===== src/rtl/instr_encoder.sv =====
// RV32I instruction encoder: packs decoded field descriptors back into 32-bit words
// and streams them out as {addr, instr} through a single registered output slot.
module instr_encoder #(
   parameter int                ADDR_W    = 32,
   parameter logic [ADDR_W-1:0] BASE_ADDR = '0
) (
   input  logic              clk,
   input  logic              rst_n,
   input  logic              flush,
   input  logic              s_valid,
   output logic              s_ready,
   input  logic [3:0]        s_cls,
   input  logic [2:0]        s_funct3,
   input  logic              s_f7b5,
   input  logic [4:0]        s_rd,
   input  logic [4:0]        s_rs1,
   input  logic [4:0]        s_rs2,
   input  logic [31:0]       s_imm,
   output logic              m_valid,
   input  logic              m_ready,
   output logic [31:0]       m_instr,
   output logic [ADDR_W-1:0] m_addr,
   output logic [15:0]       count,
   output logic              err,
   output logic [2:0]        err_code
);

   typedef enum logic [3:0] {
      CLS_LOAD   = 4'd0,
      CLS_OPIMM  = 4'd1,
      CLS_AUIPC  = 4'd2,
      CLS_STORE  = 4'd3,
      CLS_OP     = 4'd4,
      CLS_LUI    = 4'd5,
      CLS_BRANCH = 4'd6,
      CLS_JALR   = 4'd7,
      CLS_JAL    = 4'd8
   } cls_e;

   localparam logic [6:0] OPC_LOAD   = 7'b0000011;
   localparam logic [6:0] OPC_OPIMM  = 7'b0010011;
   localparam logic [6:0] OPC_AUIPC  = 7'b0010111;
   localparam logic [6:0] OPC_STORE  = 7'b0100011;
   localparam logic [6:0] OPC_OP     = 7'b0110011;
   localparam logic [6:0] OPC_LUI    = 7'b0110111;
   localparam logic [6:0] OPC_BRANCH = 7'b1100011;
   localparam logic [6:0] OPC_JALR   = 7'b1100111;
   localparam logic [6:0] OPC_JAL    = 7'b1101111;

   localparam logic [2:0] ERR_NONE  = 3'd0;
   localparam logic [2:0] ERR_CLS   = 3'd1;
   localparam logic [2:0] ERR_F3    = 3'd2;
   localparam logic [2:0] ERR_RANGE = 3'd3;
   localparam logic [2:0] ERR_ALIGN = 3'd4;

   logic signed [31:0] imm_s;
   logic               fits_i;
   logic               fits_b;
   logic               fits_j;
   logic               fits_u;
   logic               fits_sh;
   logic               is_shift;
   logic [11:0]        imm_i;
   logic [31:0]        enc_instr;
   logic [2:0]         enc_code;
   logic               pop;
   logic               accept;

   assign imm_s    = s_imm;
   assign fits_i   = (imm_s >= -32'sd2048) && (imm_s <= 32'sd2047);
   assign fits_b   = (imm_s >= -32'sd4096) && (imm_s <= 32'sd4094);
   assign fits_j   = (imm_s >= -32'sd1048576) && (imm_s <= 32'sd1048574);
   assign fits_u   = (s_imm[11:0] == 12'd0);
   assign fits_sh  = (s_imm[31:5] == 27'd0);
   assign is_shift = (s_funct3 == 3'b001) || (s_funct3 == 3'b101);
   assign imm_i    = is_shift ? {1'b0, s_f7b5, 5'b0, s_imm[4:0]} : s_imm[11:0];

   // Field packing and legality; each class checks funct3 first, then range, then alignment.
   always_comb begin
      enc_instr = '0;
      enc_code  = ERR_NONE;
      case (s_cls)
         CLS_LOAD: begin
            enc_instr = {s_imm[11:0], s_rs1, s_funct3, s_rd, OPC_LOAD};
            if (s_funct3 == 3'b011 || s_funct3 == 3'b110 || s_funct3 == 3'b111) enc_code = ERR_F3;
            else if (!fits_i) enc_code = ERR_RANGE;
         end
         CLS_OPIMM: begin
            enc_instr = {imm_i, s_rs1, s_funct3, s_rd, OPC_OPIMM};
            if (s_f7b5 && s_funct3 != 3'b101) enc_code = ERR_F3;
            else if (is_shift ? !fits_sh : !fits_i) enc_code = ERR_RANGE;
         end
         CLS_AUIPC: begin
            enc_instr = {s_imm[31:12], s_rd, OPC_AUIPC};
            if (!fits_u) enc_code = ERR_RANGE;
         end
         CLS_STORE: begin
            enc_instr = {s_imm[11:5], s_rs2, s_rs1, s_funct3, s_imm[4:0], OPC_STORE};
            if (s_funct3 > 3'b010) enc_code = ERR_F3;
            else if (!fits_i) enc_code = ERR_RANGE;
         end
         CLS_OP: begin
            enc_instr = {1'b0, s_f7b5, 5'b0, s_rs2, s_rs1, s_funct3, s_rd, OPC_OP};
            if (s_f7b5 && !(s_funct3 == 3'b000 || s_funct3 == 3'b101)) enc_code = ERR_F3;
         end
         CLS_LUI: begin
            enc_instr = {s_imm[31:12], s_rd, OPC_LUI};
            if (!fits_u) enc_code = ERR_RANGE;
         end
         CLS_BRANCH: begin
            enc_instr = {s_imm[12], s_imm[10:5], s_rs2, s_rs1, s_funct3,
                         s_imm[4:1], s_imm[11], OPC_BRANCH};
            if (s_funct3 == 3'b010 || s_funct3 == 3'b011) enc_code = ERR_F3;
            else if (!fits_b) enc_code = ERR_RANGE;
            else if (s_imm[0]) enc_code = ERR_ALIGN;
         end
         CLS_JALR: begin
            enc_instr = {s_imm[11:0], s_rs1, s_funct3, s_rd, OPC_JALR};
            if (s_funct3 != 3'b000) enc_code = ERR_F3;
            else if (!fits_i) enc_code = ERR_RANGE;
         end
         CLS_JAL: begin
            enc_instr = {s_imm[20], s_imm[10:1], s_imm[11], s_imm[19:12], s_rd, OPC_JAL};
            if (!fits_j) enc_code = ERR_RANGE;
            else if (s_imm[0]) enc_code = ERR_ALIGN;
         end
         default: enc_code = ERR_CLS;
      endcase
   end

   assign s_ready = ~flush & (~m_valid | m_ready);
   assign accept  = s_valid & s_ready;
   assign pop     = m_valid & m_ready;

   // Output slot: pop advances address/count, a legal accept reloads in the same cycle.
   always_ff @(posedge clk or negedge rst_n) begin
      if (!rst_n) begin
         m_valid  <= 1'b0;
         m_instr  <= '0;
         m_addr   <= BASE_ADDR;
         count    <= '0;
         err      <= 1'b0;
         err_code <= ERR_NONE;
      end else if (flush) begin
         m_valid <= 1'b0;
         m_addr  <= BASE_ADDR;
         count   <= '0;
         err     <= 1'b0;
      end else begin
         err <= 1'b0;
         if (pop) begin
            m_addr <= m_addr + ADDR_W'(4);
            if (count != 16'hFFFF) count <= count + 16'd1;
         end
         if (accept && enc_code == ERR_NONE) begin
            m_valid <= 1'b1;
            m_instr <= enc_instr;
         end else if (pop) begin
            m_valid <= 1'b0;
         end
         if (accept && enc_code != ERR_NONE) begin
            err      <= 1'b1;
            err_code <= enc_code;
         end
      end
   end

endmodule

===== config.mk =====
export PLATFORM = sky130hd
export DESIGN_NAME = instr_encoder
export DESIGN_NICKNAME = d
export VERILOG_FILES = /design/src/rtl/instr_encoder.sv
export SDC_FILE = /design/constraint.sdc
export NUM_CORES = 1
export LEC_CHECK = 0
export ABC_AREA = 1
export CAP_MARGIN = 30
export CORE_UTILIZATION = 30
export DETAILED_ROUTE_END_ITERATION = 6
export PLACE_DENSITY_LB_ADDON = 0.08
export SETUP_SLACK_MARGIN = 0.05
export SYNTH_ARGS = -nofsm -noshare
export SYNTH_HDL_FRONTEND = slang
export SYNTH_SLANG_ARGS = --single-unit

===== constraint.sdc =====
create_clock -name clk -period 1.75 [get_ports clk]
set_input_delay 0.35 -clock clk [delete_from_list [all_inputs] [get_ports clk]]
set_output_delay 0.35 -clock clk [all_outputs]
set_load 0.02 [all_outputs]

==> results.yml <==
status:
  status: "complete, but fails checks"
  violations: "negative setup slack"
placement:
  dp.cells: 1246
  io_buffer_count: 143
  routabilityCongestion: 0.9482
  post-place-ws_ps: -939.2
  dp_hpwl_um: 14660
yosys:
  synth.distinct_cells: 43
  synth_xor_area_frac: 0.008491
  synth_top_family_by_area: "simple AND/OR/NAND/NOR gates"
  synthFlopType: "dfrtp_1"
  yosysSeqAreaShare: 0.3979
  synth.ff_latch_count: 82
  synth_compound_area_frac: 0.1247
  synth_area_um2: 5157
  synth_mux_area_frac: 0
  avgSynthCellArea_um2: 6.904
  synth_edf_count: 0
  ys_async_sr_fraction: 1.000
  ys.warnings.count: 0
  syn_inst: 747
  synth-simple-area-share: 0.3770
  synth-adder-area-share: 0.004852
clock_tree:
  clkTransAtPathRegs_ps: 60
  cts_tree: "yes"
  h-tree-depth: 3
  clkSinkCount: 82
  numCtsBuffers: 9
  clock-root-buffer: "clkbuf_16"
  cts_buffer_depth: 2
  clkLatencyLatePin_ps: 350
route:
  routed.top_layer: "met4"
  drtIter0Drc: 274
  vias: 6630
  wl_met3_um: 884
  routedLengthMet1_um: 8699
  drtPass1Iterations: 5
  viasPerCell: 4.893
  wl_met2_um: 10820
  drt.antenna.violating_nets: 0
  routed_wl_um: 21070
  drc: 0
  post_drt_wl_per_cell_um: 15.55
die:
  die_h_um: 133.1
  die-area_um2: 17720
  die_w_um: 133.1
  rows: 47
  num_io_pins: 146
  core_um2: 16700
  start_util: 0.3088
worst_setup_path:
  cp.arrival_ps: 2070
  crit_slowest_cell: "nor3_4"
  crit_buf_inv: 7
  critPathTopFamily: "buffers and inverters"
  critPathCaptureType: "register"
  critPathKind: "input port to register"
  required_ps: 1980
  path_cells: "buf_6, buf_6, nor2_4, inv_2, buf_12, nor3_4, buf_6, nand3_2, a21oi_4, nor2_4, buf_12, buf_12, nand4_1, nand2_1"
  critPathMaxFanout: 9
  critPathMaxStageDelay_ps: 260
  cp-start-kind: "input port"
global_route:
  antenna_found_initial: 0
  grt_pass1_vias: 6710
  grt_util_all_layers: 0.2388
  grt_overflow: 0
  grt_max_degree: 32
  grt_first_pass_wirelength_um: 33400
cells_and_area:
  diodes: 0
  fin_util: 0.5996
  final_nets: 1192
  syn_to_final_growth_pct: 94.18
  post_route_cells_drive_above_1_share: 0.4520
  stdcell_count: 1355
flow_run:
  drv_cap: 0
timing:
  final.min_clock_period_ps: 1842
  setup_viol: 37
  fin_crit_sh: 1.052
  finalWorstSetupSlack_ps: -91.82
  rsz0062_at_grt: "yes"
  fmax_ghz: 0.5429
  fin_skew_ps: 11.45
  tns_ps: -2165
  slew_violations: 0
  hold_viol: 0
pwr:
  power.density_nw_per_um2: 633.0
  power_leakage_nw: 5.321
  ir_worst_vdd_v: 0.0004729
  finalPower_mw: 6.339
worst_hold_path:
  hp-class: "input port to register"
[final timing paths]
kind                                   from     endpoint  slack [ps]  cells after the start
worst max-delay path               s_cls[0]  m_instr[31]         -90                     14
worst min-delay path              s_imm[17]  m_instr[17]         390                      5
worst max register to register    m_addr[2]   m_addr[28]         -80                      9
worst min register to register  m_instr[12]  m_instr[12]         480                      2
max in group asynchronous             rst_n   m_addr[21]         680                      3
min in group asynchronous             rst_n    count[12]         470                      2
[metrics by stage]
step | cell area, um2 | hold WS, ps
after floorplan | 5283 | 54.41
after global placement | 8099 | 309.2
after detailed placement | 8099 | 315.4
after CTS | 9577 | 388.0
after global routing | 10010 | 395.2
final | 10010 | 388.9
[cell type report]
class,count,area (um2)
timing repair buffer,395,3596
inverter,87,349.1
clock buffer,12,236.5
tap,220,275.3
clock inverter,4,76.32
multi-input combinational,555,3417
fill,1503,6686
sequential,82,2064
[repair_timing]
item                                    in CTS  in global routing
endpoints found under the hold margin       26                  0
hold buffers                                 1                  0
endpoints found under the setup margin     106                 95
buffers inserted                            75                 22
resized for setup                          404                153
pin swaps                                  103                 73
gates cloned                                 7                  0
[layer usage]
layer  vias to the layer above  track usage
met5                         -            0
met4                         0       0.1061
met3                        47      0.04224
met2                       182       0.4203
met1                      3164       0.2843
li1                       3237            -
[cell usage after synthesis (8+ instances only)]
library cell | count | area (um2)
nand2_1 | 228 | 855.8
nand3_1 | 31 | 155.2
nor2_1 | 80 | 300.3
nand4_1 | 54 | 337.8
dfrtp_1 | 82 | 2052
nor3_1 | 13 | 65.06
buf_2 | 11 | 55.05
inv_1 | 80 | 300.3
a21oi_1 | 34 | 170.2
o21ai_0 | 40 | 200.2
clkbuf_1 | 9 | 33.78
nor2_2 | 8 | 50.05
[worst min-delay path, cell delays in order]
cell     delay, ps
buf_8          100
o21ai_0         70
nand2_1         50
nand4_1         70
nand2_1         50
[cells by family (layout without fill, tap and decap cells)]
kind of cell,Yosys count,after routing
buffers and inverters,111,498
xor gates and xnor gates,5,5
DFF,82,82
other,1,2
AOI/OAI and AO/OA,111,111
adders and majority gates,2,2
and+or+nand+nor,435,435
[cell usage in the layout (no fill, tap or decap), types with 9 or more instances in the layout]
cell type	n
nand3_1	17
nand2_1	161
nor2_2	16
inv_2	27
dfrtp_2	10
dfrtp_1	72
buf_2	11
dlygate4sd2_1	44
buf_12	11
a21oi_1	26
nand2_4	12
o21ai_1	10
dlymetal6s2s_1	30
inv_1	52
buf_8	11
nand3_2	10
buf_6	31
nand2_2	57
clkdlybuf4s50_1	25
buf_4	223
o21ai_0	25
nor3_1	9
nor2_1	47
clkbuf_16	9
nand4_1	54
nor2_4	27
[report_power, final]
part           switching, mW  internal [mW]  total [mW]
Sequential             0.146           2.09        2.24
Combinational           1.04           1.01        2.05
Clock                  0.797           1.26        2.06
Total                   1.98           4.36        6.34
[state kept, by name, indices dropped and copies added (netlist names)]
register / flops
m_valid: 1
err: 1
err_code: 3
count: 16
m_addr: 30
m_instr: 31
(Power assumes the default switching activity.)
